==> config.mk <==
export PLATFORM = sky130hd
export DESIGN_NAME = rs_enc_16_8
export DESIGN_NICKNAME = d
export VERILOG_FILES = /design/src/rtl/rs_16_8_pkg.sv /design/src/rtl/gf_mul_const_8.sv /design/src/rtl/rs_enc_16_8.sv
export SDC_FILE = /design/constraint.sdc
export NUM_CORES = 1
export LEC_CHECK = 0
export ABC_AREA = 1
export CORE_MARGIN = 2
export CORE_UTILIZATION = 40
export DETAILED_ROUTE_END_ITERATION = 10
export GPL_TIMING_DRIVEN = 1
export PLACE_DENSITY_LB_ADDON = 0.12
export SYNTH_ARGS = -nofsm -noshare
export SYNTH_HDL_FRONTEND = slang
export SYNTH_SLANG_ARGS = --single-unit
export TNS_END_PERCENT = 50
==> constraint.sdc <==
create_clock -name clk -period 2.45 [get_ports clk]
set_input_delay 0.735 -clock clk [delete_from_list [all_inputs] [get_ports clk]]
set_output_delay 0.735 -clock clk [all_outputs]
set_load 0.01 [all_outputs]
==> src/rtl/rs_16_8_pkg.sv <==
// ---------------------------------------------------------------------------
// rs_16_8_pkg
//   Shared definitions for the RS(16,8) codec over GF(256), t = 4.
//   - Field: primitive polynomial 0x11D, alpha = 0x02.
//   - GEN_COEF: low coefficients g0..g7 of the monic generator
//       g(x) = prod_{i=1..8} (x + alpha^i)
//     The roots alpha^1..alpha^8 are the decoder's syndrome roots, so every
//     codeword this encoder produces has all-zero syndromes.
//   - state_t: encoder sequencing states.
//   - gf_mul: exact GF(256) multiply (shift-and-add, reduced mod 0x11D).
// ---------------------------------------------------------------------------
package rs_16_8_pkg;

    localparam int RS_SYM_BW = 8;   // symbol width; the field tables assume 8
    localparam int RS_N_NUM  = 16;  // codeword length in symbols
    localparam int RS_R_NUM  = 8;   // parity symbols per codeword (2t)

    localparam logic [8:0] PRIM_POLY = 9'h11D;

    typedef logic [RS_R_NUM-1:0][RS_SYM_BW-1:0] coef_vec_t;

    typedef enum logic [1:0] {
        IDLE = 2'd0,
        MSG  = 2'd1,
        PAR  = 2'd2,
        DONE = 2'd3
    } state_t;

    // Shift-and-add multiply: for each set bit of b, add the running a*x^i,
    // reducing a*x by the primitive polynomial whenever it overflows bit 7.
    // A zero operand gives zero because nothing is ever accumulated.
    function automatic logic [7:0] gf_mul(input logic [7:0] a, input logic [7:0] b);
        logic [7:0] acc;
        logic [7:0] aa;
        acc = 8'h00;
        aa  = a;
        for (int i = 0; i < 8; i++) begin
            if (b[i]) begin
                acc = acc ^ aa;
            end
            if (aa[7]) begin
                aa = (aa << 1) ^ PRIM_POLY[7:0];
            end else begin
                aa = aa << 1;
            end
        end
        return acc;
    endfunction

    // Expands prod (x + alpha^i), i = 1..8, one root at a time.
    // c[] holds the running product, c[0] being the constant term; the x^8
    // coefficient is always 1 and is not returned.
    function automatic coef_vec_t gen_poly();
        logic [RS_R_NUM:0][7:0] c;
        logic [7:0]             root;
        coef_vec_t              res;
        c    = '0;
        c[0] = 8'h01;
        root = 8'h01;
        for (int i = 1; i <= RS_R_NUM; i++) begin
            root = gf_mul(root, 8'h02);
            for (int j = i; j >= 1; j--) begin
                c[j] = c[j-1] ^ gf_mul(c[j], root);
            end
            c[0] = gf_mul(c[0], root);
        end
        for (int k = 0; k < RS_R_NUM; k++) begin
            res[k] = c[k];
        end
        return res;
    endfunction

    // Generator coefficients, evaluated once at elaboration.
    localparam coef_vec_t GEN_COEF = gen_poly();

endpackage

==> src/rtl/gf_mul_const_8.sv <==
// ---------------------------------------------------------------------------
// gf_mul_const_8
//   Combinational GF(256) multiply of a symbol by a fixed coefficient.
//   With COEF a constant the whole function collapses to an 8x8 XOR matrix.
//   Ports:
//     sym   in  8  multiplicand
//     prod  out 8  sym * COEF in GF(256) mod 0x11D
// ---------------------------------------------------------------------------
module gf_mul_const_8
    import rs_16_8_pkg::*;
#(
    parameter logic [7:0] COEF = 8'h01
) (
    input  logic [7:0] sym,
    output logic [7:0] prod
);

    assign prod = gf_mul(sym, COEF);

endmodule

==> src/rtl/rs_enc_16_8.sv <==
// ---------------------------------------------------------------------------
// rs_enc_16_8
//   Systematic RS(16,8) encoder over GF(256). Eight message symbols pass
//   straight through, then the eight parity symbols left in the division
//   LFSR (remainder of m(x)*x^8 mod g(x)) are shifted out, highest degree
//   first. A single output register sits between the LFSR and the stream.
//   Ports:
//     clk        in   1       rising-edge clock
//     rst        in   1       synchronous active-high reset
//     in_valid   in   1       message symbol valid
//     in_ready   out  1       symbol is accepted this cycle
//     in_data    in   SYM_BW  message symbol, x^15 position first
//     out_valid  out  1       out_data valid
//     out_ready  in   1       downstream takes out_data this cycle
//     out_data   out  SYM_BW  codeword symbol (8 message, then 8 parity)
//     out_sop    out  1       first codeword symbol
//     out_eop    out  1       last parity symbol
//     busy       out  1       a codeword is in flight
// ---------------------------------------------------------------------------
module rs_enc_16_8
    import rs_16_8_pkg::*;
#(
    parameter int SYM_BW = RS_SYM_BW,
    parameter int N_NUM  = RS_N_NUM,
    parameter int R_NUM  = RS_R_NUM
) (
    input  logic              clk,
    input  logic              rst,
    input  logic              in_valid,
    output logic              in_ready,
    input  logic [SYM_BW-1:0] in_data,
    output logic              out_valid,
    input  logic              out_ready,
    output logic [SYM_BW-1:0] out_data,
    output logic              out_sop,
    output logic              out_eop,
    output logic              busy
);

    localparam logic [3:0] CNT_LAST_MSG = 4'(R_NUM - 1);
    localparam logic [3:0] CNT_LAST_SYM = 4'(N_NUM - 1);

    state_t            state_reg, state_next;
    logic [3:0]        cnt_reg, cnt_next;
    logic [SYM_BW-1:0] par_reg  [R_NUM];
    logic [SYM_BW-1:0] par_next [R_NUM];
    logic [SYM_BW-1:0] par_old  [R_NUM];
    logic [SYM_BW-1:0] par_upd  [R_NUM];
    logic [SYM_BW-1:0] prod     [R_NUM];
    logic [SYM_BW-1:0] fb;

    logic              out_valid_reg, out_valid_next;
    logic [SYM_BW-1:0] out_data_reg,  out_data_next;
    logic              out_sop_reg,   out_sop_next;
    logic              out_eop_reg,   out_eop_next;
    logic              busy_reg,      busy_next;

    logic              free;
    logic              in_fire;

    // The output register can take a new beat when empty or draining now.
    assign free     = !out_valid_reg || out_ready;
    assign in_ready = ((state_reg == IDLE) || (state_reg == MSG)) && free;
    assign in_fire  = in_valid && in_ready;

    // Division LFSR next value for an accepted message symbol. The first
    // symbol of a word (accepted in IDLE) sees an all-zero register, so a
    // previous or aborted word can never leak into the new parity.
    generate
        for (genvar gi = 0; gi < R_NUM; gi++) begin : g_lfsr
            assign par_old[gi] = (state_reg == IDLE) ? '0 : par_reg[gi];

            gf_mul_const_8 #(
                .COEF (GEN_COEF[gi])
            ) u_mul (
                .sym  (fb),
                .prod (prod[gi])
            );

            if (gi == 0) begin : g_low
                assign par_upd[gi] = prod[gi];
            end else begin : g_high
                assign par_upd[gi] = par_old[gi-1] ^ prod[gi];
            end
        end
    endgenerate

    assign fb = in_data ^ par_old[R_NUM-1];

    always_comb begin
        state_next     = state_reg;
        cnt_next       = cnt_reg;
        out_valid_next = out_valid_reg && !out_ready;
        out_data_next  = out_data_reg;
        out_sop_next   = out_sop_reg;
        out_eop_next   = out_eop_reg;
        busy_next      = busy_reg;
        for (int j = 0; j < R_NUM; j++) begin
            par_next[j] = par_reg[j];
        end

        case (state_reg)
            IDLE: begin
                if (in_fire) begin
                    state_next     = MSG;
                    cnt_next       = 4'd1;
                    out_valid_next = 1'b1;
                    out_data_next  = in_data;
                    out_sop_next   = 1'b1;
                    out_eop_next   = 1'b0;
                    busy_next      = 1'b1;
                    for (int j = 0; j < R_NUM; j++) begin
                        par_next[j] = par_upd[j];
                    end
                end
            end

            MSG: begin
                if (in_fire) begin
                    cnt_next       = cnt_reg + 4'd1;
                    out_valid_next = 1'b1;
                    out_data_next  = in_data;
                    out_sop_next   = 1'b0;
                    out_eop_next   = 1'b0;
                    for (int j = 0; j < R_NUM; j++) begin
                        par_next[j] = par_upd[j];
                    end
                    if (cnt_reg == CNT_LAST_MSG) begin
                        state_next = PAR;
                    end
                end
            end

            PAR: begin
                // Parity drains from the top of the register; the LFSR and
                // the counter only move when the beat can be loaded.
                if (free) begin
                    cnt_next       = cnt_reg + 4'd1;
                    out_valid_next = 1'b1;
                    out_data_next  = par_reg[R_NUM-1];
                    out_sop_next   = 1'b0;
                    out_eop_next   = (cnt_reg == CNT_LAST_SYM);
                    par_next[0]    = '0;
                    for (int j = 1; j < R_NUM; j++) begin
                        par_next[j] = par_reg[j-1];
                    end
                    if (cnt_reg == CNT_LAST_SYM) begin
                        state_next = DONE;
                    end
                end
            end

            DONE: begin
                // The eop beat sits in the output register; once it is
                // taken the encoder is idle and free for the next word.
                if (out_ready) begin
                    state_next = IDLE;
                    cnt_next   = 4'd0;
                    busy_next  = 1'b0;
                end
            end

            default: begin
                state_next = IDLE;
            end
        endcase
    end

    always_ff @(posedge clk) begin
        if (rst) begin
            state_reg     <= IDLE;
            cnt_reg       <= 4'd0;
            out_valid_reg <= 1'b0;
            out_data_reg  <= '0;
            out_sop_reg   <= 1'b0;
            out_eop_reg   <= 1'b0;
            busy_reg      <= 1'b0;
            for (int j = 0; j < R_NUM; j++) begin
                par_reg[j] <= '0;
            end
        end else begin
            state_reg     <= state_next;
            cnt_reg       <= cnt_next;
            out_valid_reg <= out_valid_next;
            out_data_reg  <= out_data_next;
            out_sop_reg   <= out_sop_next;
            out_eop_reg   <= out_eop_next;
            busy_reg      <= busy_next;
            for (int j = 0; j < R_NUM; j++) begin
                par_reg[j] <= par_next[j];
            end
        end
    end

    assign out_valid = out_valid_reg;
    assign out_data  = out_data_reg;
    assign out_sop   = out_sop_reg;
    assign out_eop   = out_eop_reg;
    assign busy      = busy_reg;

endmodule
==> impl_metrics.toml <==
[status]
run_status = "finished clean"

[clock_network]
clk_pin_slew_ns = 0.06
ctsLongestPathBuffers = 2
hold_buffers = 0
cts.sinks = 82
cts_tree = "done"
cts_inserted_buffers = 9
htree_levels = 3
ctsRootBufferMaster = "clkbuf_16"
insertion_delay_ns = 0.35

[synthesis]
syn_avg_cell_area_um2 = 6.495
async_flop_share = 0
syn_inst = 906
syn_area_um2 = 5884
ys_seq_area_frac = 0.2790
synth_edf_count = 0
synthFlopType = "dfxtp_1"
synth.ff_latch_count = 82
syn_nets = 924
ys_warn_count = 0
ys_types = 46

[power]
ir_worst_vdd_mv = 0.7426
intPower_uw = 7037
p_comb_frac = 0.728
swShare = 0.4872
powerDensity_nw_per_um2 = 1707
switching_power_uw = 6686
finalPower_uw = 13720
seqPwrFrac = 0.164
clockPowerShare = 0.108
power.leakage_uw = 0.003968

[worst_hold_path]
hp-class = "flip-flop to flip-flop"

[sta]
fin_crit_sh = 0.9641
finalWorstSetupSlack_ns = 0.08788
clock.fmax_mhz = 423.3
rsz0062_at_grt = "yes"
clock_skew_ns = 0.01155
tightest_slew_ns = 0.4853
timing.slew.headroom = 0.6765
slew_viol_final = 0
hold_violations = 0
finalSetupViolations = 0
fin_crit_ns = 2.362

[drt]
drcViolationCount = 0
ant_nets = 0
wl_per_cell_um = 14.92
viasPerCell = 5.015
firstDrtPassIters = 5
drt_iter0_drc = 367
wirelength_um = 18350
routed-via-count = 6169

[placed_design]
io_buffers = 24
gp_congestion = 0.8971
place_ws_ns = -0.5700
dpl.hpwl_um = 13000

[floorplan]
coreArea_um2 = 14480
die_area_um2 = 15700
die_w_um = 125.3
die_y_um = 125.3
ioPinCount = 25
initial_utilization = 0.4064
rows = 44

[grt]
grt_first_pass_wirelength_um = 28960
antenna_found_initial = 0
grt_pass1_vias = 5464
grt_max_degree = 55
track_usage = 0.2330
grt.overflow.total = 0

[critical_path]
critPathMaxFanout = 6
crit_arrival_ns = 2.61
critPathKind = "flip-flop to flip-flop"
required_ns = 2.70
crit_path_end_kind = "flip-flop"
r2r_slack_ns = 0.09
start_kind = "flip-flop"

[layout]
syn2layout_area_growth_pct = 36.59
final_nets = 1059
largest_reg_flops = 64
n_antenna_cell = 0
drive_gt1_frac = 0.2677

[flow_run]
cap_violations = 0
-- final timing paths --
path                              from                           to  cells past startpoint
max          state_reg[0]$_SDFFE_PP0P_  par_reg[1][28]$_SDFFE_PP0P_                     20
min               out_sop$_SDFFE_PP0P_         out_sop$_SDFFE_PP0P_                      2
max reg2reg  state_reg[0]$_SDFFE_PP0P_  par_reg[1][28]$_SDFFE_PP0P_                     20
min reg2reg       out_sop$_SDFFE_PP0P_         out_sop$_SDFFE_PP0P_                      2
-- routing by layer --
| layer | wire (µm) | share of wire | GRT usage |
|---|---|---|---|
| met2 | 8327 | 0.45 | 0.3616 |
| met4 | 543 | 0.030 | 0.08954 |
| met3 | 656 | 0.036 | 0.03766 |
| met5 | 0 | 0 | 0 |
| met1 | 8822 | 0.48 | 0.3251 |
-- worst max-delay path: stages, from the launching register on --
cell	delay (ns)
dfxtp_2	0.34
inv_2	0.05
ha_4	0.19
buf_8	0.15
o21bai_1	0.17
nand2_2	0.13
inv_2	0.12
nand2_2	0.07
nand2_4	0.11
nand2_2	0.07
nand2_4	0.09
buf_4	0.13
nand2_1	0.04
nand2_1	0.08
nand2_1	0.06
nand2_2	0.10
nand2_2	0.06
nand4_1	0.10
nand3_2	0.09
nand2_1	0.06
inv_1	0.04
-- cell usage in the layout, fill, tap and decap left out, drive strengths merged, types with 3 or more instances in the layout --
cell type	instances
clkdlybuf4s50	15
xnor2	11
a21oi	68
o211ai	15
nor2	50
nand2	293
dlygate4sd2	5
ha	6
xor2	47
buf	142
o221ai	6
a31oi	8
nand3	89
inv	112
clkbuf	14
dfxtp	82
nand4	10
o21ai	48
o21bai	3
-- layout make-up --
type	instances	area [µm²]
Fill cell	1397	6441
Multi-Input combinational cell	669	3974
Sequential cell	82	1644
Timing Repair Buffer	166	1430
Inverter	113	446.7
Clock buffer	12	236.5
Tap cell	184	230.2
Clock inverter	4	76.32
-- power groups by stage --
stage,Combinational [µW],Clock (µW),Sequential [µW]
global route,11000,1570,2310
floorplan,5610,0,2210
CTS,9230,1510,2240
finish,9990,1480,2260
detailed placement,9000,0,2270
global placement,8990,0,2260
-- cell usage after synthesis, types with 3 or more instances --
master	count	area, µm²
nand2_4	10	112.6
o211ai_1	15	112.6
o21bai_1	3	22.52
a31oi_1	8	50.05
o221ai_1	6	52.55
nor2_1	49	183.9
inv_2	11	41.29
xor2_2	4	65.06
ha_1	6	75.07
inv_1	99	371.6
buf_6	3	33.78
a21oi_1	68	340.3
nand3_2	5	50.05
clkbuf_1	23	86.33
nand3_1	82	410.4
o21ai_1	8	40.04
o21ai_0	40	200.2
dfxtp_1	82	1642
xnor2_1	9	78.83
xor2_1	41	359.1
nand2_1	255	957.2
nand2_2	27	168.9
buf_2	11	55.05
nand4_1	10	62.56
buf_1	3	11.26
-- kinds of logic after synthesis --
group / share of synthesized area
adders and majority gates: 0.01276
DFF: 0.2790
buffers and inverters: 0.1101
xor gates and xnor gates: 0.1004
and+or+nand+nor: 0.3485
AOI/OAI and AO/OA: 0.1493
-- through the flow --
stage / TNS [ns] / utilization / std cells / hold WS (ns) / area [µm²]
5_1_grt: -0.5863 / 0.5551 / 1230 / 0.4823 / 8038
2_1_floorplan: 0 / - / 906 / 0.4453 / 5884
4_1_cts: 0 / 0.5264 / 1218 / 0.4485 / 7621
3_3_place_gp: -21.00 / 0.4960 / 1195 / 0.4325 / 7182
3_5_place_dp: -21.40 / 0.4960 / 1195 / 0.4395 / 7182
6_report: 0 / 0.5551 / 1230 / 0.4462 / 8038
-- repair_timing --
item | CTS | global route
gates cloned | 0 | 0
setup buffers | 7 | 13
pin swaps | 14 | 24
endpoints found under the setup margin | 38 | 37
gates resized for setup | 25 | 81
Note: power is estimated with default switching activity, not from simulation.
